==> src/rtl/mac_loader_pkg.sv <==
// Shared mac package: lane count, mac pipeline latency, byte and sum widths,
// plus the loader FSM state type. The mac datapath imports the same package,
// so loader and mac always agree on vector layout and latency.
package mac_loader_pkg;

  localparam int MAC_LANES   = 16;
  localparam int MAC_LATENCY = 3;
  localparam int BYTE_W      = 8;
  localparam int SUM_W       = 20;

  typedef enum logic [1:0] {
    IDLE = 2'd0,
    LOAD = 2'd1,
    WAIT = 2'd2,
    OUT  = 2'd3
  } state_t;

endpackage

==> src/rtl/mac_loader_if.sv <==
// Handshake bundle for mac_loader.
//   in_valid/in_ready/in_pixel/in_weight : byte-pair input stream
//   res_valid/res_ready/res_data         : frame dot-product result stream
// master: the producer/consumer side (parent or bench)
// slave : the loader itself
interface mac_loader_if;
  import mac_loader_pkg::*;

  logic              in_valid;
  logic              in_ready;
  logic [BYTE_W-1:0] in_pixel;
  logic [BYTE_W-1:0] in_weight;
  logic              res_valid;
  logic              res_ready;
  logic [SUM_W-1:0]  res_data;

  modport master (
    output in_valid, in_pixel, in_weight, res_ready,
    input  in_ready, res_valid, res_data
  );

  modport slave (
    input  in_valid, in_pixel, in_weight, res_ready,
    output in_ready, res_valid, res_data
  );

endinterface

==> src/rtl/mac_loader.sv <==
// mac_loader: gathers LANES pixel/weight byte pairs into the packed vectors
// feeding the mac datapath, waits out the mac latency, then captures the mac
// sum and offers it downstream.
// Ports:
//   clk, rst_n          : clock, asynchronous active-low reset
//   bus (slave)         : in_* pair stream and res_* result stream
//   pixels_o, weights_o : packed vectors to mac, first pair in the MSB lane
//   mac_sum_i           : mac sum output
//   busy                : high whenever a frame or result is in flight
module mac_loader
  import mac_loader_pkg::*;
#(
  parameter int LANES   = mac_loader_pkg::MAC_LANES,
  parameter int MAC_LAT = mac_loader_pkg::MAC_LATENCY
) (
  input  logic                    clk,
  input  logic                    rst_n,
  mac_loader_if.slave             bus,
  output logic [LANES*BYTE_W-1:0] pixels_o,
  output logic [LANES*BYTE_W-1:0] weights_o,
  input  logic [SUM_W-1:0]        mac_sum_i,
  output logic                    busy
);

  localparam int CNT_W  = (LANES > 1) ? $clog2(LANES) : 1;
  localparam int WCNT_W = $clog2(MAC_LAT + 2);

  state_t              state_q, state_d;
  logic [CNT_W-1:0]    lane_cnt;
  logic [WCNT_W-1:0]   wait_cnt;
  logic                res_valid_q;
  logic [SUM_W-1:0]    res_data_q;
  logic                xfer;
  logic                last_pair;
  logic                wait_done;
  logic                res_take;

  // in_ready is also gated by rst_n so nothing is accepted while reset is held.
  assign bus.in_ready  = rst_n && (state_q == IDLE || state_q == LOAD);
  assign bus.res_valid = res_valid_q;
  assign bus.res_data  = res_data_q;
  assign busy          = (state_q != IDLE);

  assign xfer      = bus.in_valid && bus.in_ready;
  assign last_pair = xfer && (lane_cnt == CNT_W'(LANES - 1));
  assign wait_done = (state_q == WAIT) && (wait_cnt == WCNT_W'(MAC_LAT));
  assign res_take  = res_valid_q && bus.res_ready;

  always_comb begin
    state_d = state_q;
    case (state_q)
      IDLE: if (xfer)      state_d = last_pair ? WAIT : LOAD;
      LOAD: if (last_pair) state_d = WAIT;
      WAIT: if (wait_done) state_d = OUT;
      OUT:  if (res_take)  state_d = IDLE;
      default:             state_d = IDLE;
    endcase
  end

  always_ff @(posedge clk or negedge rst_n) begin
    if (!rst_n) state_q <= IDLE;
    else        state_q <= state_d;
  end

  // Load stage: pair k lands in lane LANES-1-k; the vectors stay frozen from
  // the last accept until the next frame starts, since in_ready is low.
  always_ff @(posedge clk or negedge rst_n) begin
    if (!rst_n) begin
      lane_cnt  <= '0;
      pixels_o  <= '0;
      weights_o <= '0;
    end else if (xfer) begin
      lane_cnt <= last_pair ? '0 : lane_cnt + 1'b1;
      pixels_o[(LANES - 1 - int'(lane_cnt)) * BYTE_W +: BYTE_W]  <= bus.in_pixel;
      weights_o[(LANES - 1 - int'(lane_cnt)) * BYTE_W +: BYTE_W] <= bus.in_weight;
    end
  end

  // Wait/capture stage: MAC_LAT+1 cycles in WAIT covers the edge on which mac
  // samples the new vectors plus its MAC_LAT pipeline edges.
  always_ff @(posedge clk or negedge rst_n) begin
    if (!rst_n) begin
      wait_cnt    <= '0;
      res_valid_q <= 1'b0;
      res_data_q  <= '0;
    end else begin
      if (state_q == WAIT) wait_cnt <= wait_done ? '0 : wait_cnt + 1'b1;
      if (wait_done) begin
        res_data_q  <= mac_sum_i;
        res_valid_q <= 1'b1;
      end else if (res_take) begin
        res_valid_q <= 1'b0;
      end
    end
  end

endmodule

==> src/flat_wrapper.sv <==
// flat-port wrapper written by rule: the top's interface ports become plain ports
module mac_loader_flat import mac_loader_pkg::*;
#(
  parameter int LANES   = mac_loader_pkg::MAC_LANES,
  parameter int MAC_LAT = mac_loader_pkg::MAC_LATENCY
)
  (clk, rst_n, pixels_o, weights_o, mac_sum_i, busy, bus_in_valid, bus_in_pixel, bus_in_weight, bus_res_ready, bus_in_ready, bus_res_valid, bus_res_data);
  mac_loader_if bus_i ();
  input  logic clk;
  input  logic rst_n;
  output logic [LANES*BYTE_W-1:0] pixels_o;
  output logic [LANES*BYTE_W-1:0] weights_o;
  input  logic [SUM_W-1:0] mac_sum_i;
  output logic busy;
  input wire logic [$bits(bus_i.in_valid)-1:0] bus_in_valid;
  input wire logic [$bits(bus_i.in_pixel)-1:0] bus_in_pixel;
  input wire logic [$bits(bus_i.in_weight)-1:0] bus_in_weight;
  input wire logic [$bits(bus_i.res_ready)-1:0] bus_res_ready;
  output wire logic [$bits(bus_i.in_ready)-1:0] bus_in_ready;
  output wire logic [$bits(bus_i.res_valid)-1:0] bus_res_valid;
  output wire logic [$bits(bus_i.res_data)-1:0] bus_res_data;
  assign bus_i.in_valid = bus_in_valid;
  assign bus_i.in_pixel = bus_in_pixel;
  assign bus_i.in_weight = bus_in_weight;
  assign bus_i.res_ready = bus_res_ready;
  assign bus_in_ready = bus_i.in_ready;
  assign bus_res_valid = bus_i.res_valid;
  assign bus_res_data = bus_i.res_data;
  mac_loader #(.LANES(LANES), .MAC_LAT(MAC_LAT)) u_core (.clk(clk), .rst_n(rst_n), .bus(bus_i), .pixels_o(pixels_o), .weights_o(weights_o), .mac_sum_i(mac_sum_i), .busy(busy));
endmodule
==> config.mk <==
export PLATFORM = sky130hd
export DESIGN_NAME = mac_loader_flat
export DESIGN_NICKNAME = d
export VERILOG_FILES = /design/src/rtl/mac_loader_pkg.sv /design/src/rtl/mac_loader_if.sv /design/src/rtl/mac_loader.sv /design/src/flat_wrapper.sv
export SDC_FILE = /design/constraint.sdc
export NUM_CORES = 1
export LEC_CHECK = 0
export CAP_MARGIN = 15
export CELL_PAD_IN_SITES_DETAIL_PLACEMENT = 0
export CELL_PAD_IN_SITES_GLOBAL_PLACEMENT = 1
export CORE_ASPECT_RATIO = 1.4
export CORE_MARGIN = 3
export CORE_UTILIZATION = 39
export DETAILED_ROUTE_END_ITERATION = 8
export PLACE_DENSITY = 0.84
export SLEW_MARGIN = 15
export SYNTH_ARGS = -nofsm -noshare
export SYNTH_HDL_FRONTEND = slang
export SYNTH_SLANG_ARGS = --single-unit
==> constraint.sdc <==
create_clock -name clk -period 3.85 [get_ports clk]
set_clock_uncertainty 0.15 [all_clocks]
set_input_delay 0.5775 -clock clk [delete_from_list [all_inputs] [get_ports clk]]
set_output_delay 0.5775 -clock clk [all_outputs]
set_load 0.1 [all_outputs]
**Word level (Yosys, flattened, before mapping)**

Cells that the tools add are included.

- Register bits after elaboration: 286
- Input port bits: 40
- Output and inout port bits: 279
- Logic and storage cells: 45

- Add/subtract/negate cells: 4
- Equal/unequal tests: 9
- Shifts and indexed selects: 3
- Mux-type cells: 12
- Reductions and logical operators: 10

Operator list:

| cell | count |
|---|---|
| 128-bit bitwise mux | 2 |
| 8-bit by 33-bit indexed part select with 128-bit output | 2 |
| 8-bit by 33-bit variable shift with 128-bit output (first input constant) | 1 |
| 32-bit negator with 33-bit output | 1 |
| 2-bit two-way mux | 5 |
| 2-bit by 1-bit != test with 1-bit output (second input constant) | 4 |
| 2-bit one-hot mux with 4 select lines | 1 |
| 1-bit logical AND | 5 |
| 4-bit by 4-bit subtractor with 5-bit output (first input constant) | 1 |
| 4-bit by 1-bit adder with 4-bit output (second input constant) | 1 |
| 2-bit equality test (second input constant) | 2 |
| 4-bit equality test (second input constant) | 1 |
| 4-bit two-way mux | 1 |
| 4-bit AND reduction | 1 |
| 2-bit nonzero test | 2 |
| 3-bit by 1-bit adder with 3-bit output (second input constant) | 1 |
| 3-bit by 2-bit equality test with 1-bit output (second input constant) | 1 |
| 3-bit two-way mux | 1 |
| 2-bit by 1-bit equality test with 1-bit output (second input constant) | 1 |
| 2-bit zero test | 1 |
| 1-bit two-way mux | 2 |
| 1-bit logical OR | 1 |

**Longest topological paths before layout**

- Depth in word-level cells: 8
- Mapped depth: 9
- Depth with buffers taken out: 6

**Worst setup path before layout**

OpenSTA, ideal clock, no wires.

- Path type: register to register
- Start point: register u_core.lane_cnt[0]
- End point: register u_core.pixels_o[112]
- Data arrival time: 2.532 ns
- Setup slack: 1.042 ns
- Cell stages (with the launch flop): 10
- Buffers on the path: 5
- Cells stage by stage: dfrtp_1 -> buf_2 -> clkbuf_1 -> and3_1 -> ha_1 -> buf_2 -> or4_1 -> buf_4 -> buf_6 -> mux2_4

- Word-level cells in the longest chain between the ends: 4

RTL lines:

| what | line | RTL |
|---|---|---|
| start: declaration | mac_loader.sv:29 | `logic [CNT_W-1:0] lane_cnt;` |
| start signal: assignment | mac_loader.sv:73 | `lane_cnt <= last_pair ? '0 : lane_cnt + 1'b1;` |
| 4-bit by 4-bit subtractor with 5-bit output * | mac_loader.sv:74 | `pixels_o[(LANES - 1 - int'(lane_cnt)) * BYTE_W +: BYTE_W] <= bus.in_pixel;` |
| 32-bit negator with 33-bit output * | mac_loader.sv:74 |  |
| 8-bit by 33-bit indexed part select with 128-bit output / 8-bit by 33-bit variable shift with 128-bit output (equally long branches) | mac_loader.sv:74 |  |
| 128-bit bitwise mux * | mac_loader.sv:74 |  |
| end signal: indexed assignment | mac_loader.sv:74 |  |
| end: declaration | mac_loader.sv:19 | `output logic [LANES*BYTE_W-1:0] pixels_o,` |

Mark *: on every way between the ends. The rest lies on a longest branch, timed or not.
A chain may end at the register's enable or synchronous reset.

**Worst setup path in the final report**

- Start point: input port rst_n
- End point: output port bus_in_ready

- Word-level cells in the longest chain between the ends: 1

RTL lines:

| what | line | RTL |
|---|---|---|
| start: declaration | flat_wrapper.sv:10 | `input logic rst_n;` |
| 1-bit logical AND | mac_loader.sv:39 | `assign bus.in_ready = rst_n && (state_q == IDLE \|\| state_q == LOAD);` |
| end: declaration | flat_wrapper.sv:19 | `output wire logic [$bits(bus_i.in_ready)-1:0] bus_in_ready;` |

No other way between the ends.

==> results by stage <==
Status:
- The flow ran to the end, and the final reports show no timing, DRC or antenna violations.

Synthesis:
- Counting flops with a built-in enable in the synthesized netlist gives 0.
- Averaged over all synthesized cells, the footprint is 13.39 um2.
- After synthesis, the cell types taking the most area are dfrtp_1 60%, mux2_2 18%, mux2i_1 3.9%, nand2_1 2.1%, inv_1 1.6%.
- The synthesized netlist devotes less than 1% of its cell area to adder and majority cells.
- The synthesized design devotes to its leading area cell type between 50% and 60% of total area.
- For this run, the leading register cell type out of synthesis is dfrtp_1.
- dfrtp_1 takes more of the synthesized area than any other cell.
- The distinct cell type count after synthesis is 46.
- The cell area that synthesis handed to floorplanning was around 12000 um2.
- In the synthesized netlist, the number of instances is slightly below 900.
- The sequential-to-total area share from yosys stat is between 50% and 60%.
- After synthesis, the share of cell area in mux cells is 23.17%.
- Counting flops and latches in the post-synthesis netlist gives around 290.
- Counting flops with an async set or reset pin after synthesis yields a share of 100.0%.
- The number of nets handed over by synthesis was approximately 940.
- During synthesis, Yosys emitted a total of 0 warnings.
- The synthesized netlist devotes around a tenth of its cell area to simple gates.
- After synthesis, the largest family of logic cells by area is multiplexers.
- The synthesized netlist devotes less than 1% of its cell area to XOR and XNOR gates.
- The synthesized-area fraction occupied by ao, oa, aoi and oai cells is just over 3%.

Worst setup path:
- The largest stage delay on the critical path is roughly 0.56 ns.
- The most repeated library cell on the critical path is buf_4.
- Along the worst path, the maximum fanout reaches 49.
- The standard cell with the maximum stage delay on the critical path is dlygate4sd3_1.
- STA classifies the critical path startpoint as a primary input.
- STA puts the critical path data required time at about 3.1 ns.
- Traced cell by cell, the critical path runs through dlygate4sd3_1 > buf_8 > buf_4 > o21a_1 > buf_4.
- The critical path endpoint category is a primary output.
- The worst setup path is of the in2out kind.
- For flop-to-flop paths, the worst setup slack is between 0.8 and 0.9 ns.
- Data arrives at the worst endpoint at about 2.5 ns.

Routing:
- The number of vias per cell after detailed routing is around 5.
- The violation count after the first detailed-route iteration is ~300.
- The number of nets still failing antenna checks after routing is 0.
- The post-detailed-routing wire length is around 35 mm.
- The count of vias placed by the detailed router is between 8000 and 9000.
- For this run, design rule violations remaining after detail routing come to 0.
- The number of search-and-repair iterations in the first detailed-routing pass is 4.
- In the final routed layout, each cell accounts on average for 21.72 um.

Timing:
- Setup repair after global routing left no endpoint under its margin.
- The number of hold violations in the final report came to 0.
- The worst slew margin relative to its limit is a little over a quarter.
- The maximum clock rate is ~310 MHz.
- For the final routed database, the setup TNS stands at 0 ns.
- The tightest hold path in the finished design has a slack of 0.2975 ns.
- The number of max-slew violations in the final report is 0.
- The final critical path takes up 82.53% of the cycle.
- After layout, the minimum clock period comes to between 3 and 4 ns.
- The count of final setup violators is 0.
- For the pin with the worst max-slew slack, the measured transition is 1.105 ns.

Clocking:
- The source-to-sink clock delay at the later pin of the worst-skew pair is roughly 0.55 ns.
- In this run the deepest clock path goes through 3 buffers.
- The total CTS buffers is 29.
- The deepest level of the CTS H-tree is 1.
- The number of setup buffers added after CTS is 0.
- The clock transition at the registers of the reported paths is 0.06 ns.
- The number of sinks on the clock net is about 290.
- The cell chosen for the clock root is clkbuf_16.
- The number of hold buffers added after CTS was 1.
- The post-cts repair resize count is 0.
- The clock tree from TritonCTS is yes.

Floorplanning:
- The die boundary width is between 150 and 200 um.
- The initial standard-cell utilization of the core is about two fifths.
- The floorplan has 75 rows.
- The number of top-level pins is between 300 and 400.
- The core box area is about 30000 um2.
- The die covers roughly 33000 um2.
- The height of the chip is 213.2 um.

Placement:
- After legalization and detailed placement, the total HPWL measured about 25 mm.
- In this run the tool buffered the top-level ports with 318 buffer cells.
- The final RePlAce weighted congestion is between 0.8 and 0.9.

Layout:
- Compared with the post-synthesis result, the final layout area differs by 38.31%.
- The fraction of final layout cells sized beyond drive strength 1 is 24.27%.
- The number of nets in the layout is between 1000 and 1500.
- Leaving out fill and tap cells, the most frequent cell in the layout is clkdlybuf4s50_1.
- The number of inserted filler cells in the final layout is 2550.
- The top cell types in the final layout, fill and taps aside, are 315 x clkdlybuf4s50_1, 286 x dfrtp_1, 191 x mux2_2, 66 x nand2_1, 52 x inv_1.

Global route:
- Across every metal layer, demand over resource in global routing totals 20.96%.
- The final global-route overflow total is 0.
- The number of antenna violations at the first check in global routing is 2.
- The pin count of the biggest net entering global routing is approximately 170.
- The via count of the first global-routing pass is approximately 8500.
- The global-route wire length before repair is 52.93 mm.

Run:
- The max capacitance violation total is 0.

Min path:
- The path category of the worst min-delay check is in2async.
-- final timing paths --
kind	start	end	cells after the start
max in group asynchronous	rst_n	u_core.pixels_o[118]$_DFFE_PN0P_	3
hold reg to reg	u_core.pixels_o[55]$_DFFE_PN0P_	u_core.pixels_o[55]$_DFFE_PN0P_	2
setup / recovery	rst_n	bus_in_ready	5
min in group clk	u_core.pixels_o[55]$_DFFE_PN0P_	u_core.pixels_o[55]$_DFFE_PN0P_	2
setup reg to reg	u_core.lane_cnt[0]$_DFFE_PN0P_	u_core.pixels_o[116]$_DFFE_PN0P_	6
hold / removal	rst_n	u_core.weights_o[74]$_DFFE_PN0P_	2
-- registers in the layout, indices dropped and copies added, names as in the netlist --
register,cells
u_core.lane_cnt,4
u_core.pixels_o,128
u_core.weights_o,128
u_core.state_q,2
u_core.bus.res_data,20
u_core.wait_cnt,3
u_core.bus.res_valid,1
-- worst max-delay path: cells and delay by family --
family,cells,cell delay (ns)
AOI/OAI and AO/OA,1,0.21
buffers and inverters,4,1.62
-- kinds of logic after synthesis --
group,Yosys count
mux,248
buf+inv,98
fa+ha+maj,8
simple gates,202
compound gates,48
flops,286
xor+xnor,3
-- routing by layer --
| metal | routed length (um) | vias to the layer above | global-route usage, % |
|---|---|---|---|
| li1 | - | 3694 | - |
| met5 | 0 | - | 0 |
| met3 | 1871 | 45 | 3.427 |
| met1 | 13810 | 4118 | 26.14 |
| met4 | 1025 | 0 | 6.734 |
| met2 | 18530 | 223 | 37.27 |
-- layout make-up --
class	count	area, um2	share of cell area [%]
Sequential cell	286	7157	43.26
Inverter	53	198.9	1.203
Multi-Input combinational cell	509	4397	26.58
Timing Repair Buffer	335	3326	20.10
Clock buffer	44	852.1	5.151
Clock inverter	9	127.6	0.7715
Tap cell	385	481.7	2.912
Antenna cell	1	2.502	0.01513
-- cells in the mapped netlist, types with 2 or more instances --
master,n
nor3_2,3
dfrtp_1,286
nor2b_1,18
nor3_4,2
nand3b_1,2
buf_6,2
a21bo_2,16
mux2i_1,47
and3_1,20
clkbuf_1,19
nand3b_2,2
buf_1,3
ha_1,8
or4_1,2
and2_1,19
nor2_1,36
xnor2_1,2
o21ai_0,17
buf_2,14
nand3_1,4
nand2_1,66
a31oi_1,2
mux2_2,191
mux2_4,10
o21ai_1,2
nand3_2,4
inv_1,52
a22o_1,2
nand4_1,16
o2111ai_1,2
buf_4,7
nor4_4,3
-- per-stage QoR --
| step | worst slack, ns | cells | cell area (um2) | util [%] |
|---|---|---|---|---|
| final | 0.6727 | 1622 | 16540 | 54.92 |
| after global routing | 0.5007 | 1621 | 16540 | 54.91 |
| after CTS | 0.6055 | 1621 | 16540 | 54.91 |
| after detailed placement | 0.7506 | 1567 | 15550 | 51.62 |
| after global placement | 0.7796 | 1567 | 15550 | 51.62 |
| after floorplan | 1.042 | 893 | 11960 | - |
Power is not shown: default switching activity piles up to over one toggle a cycle in this logic, so the estimate is an artifact.
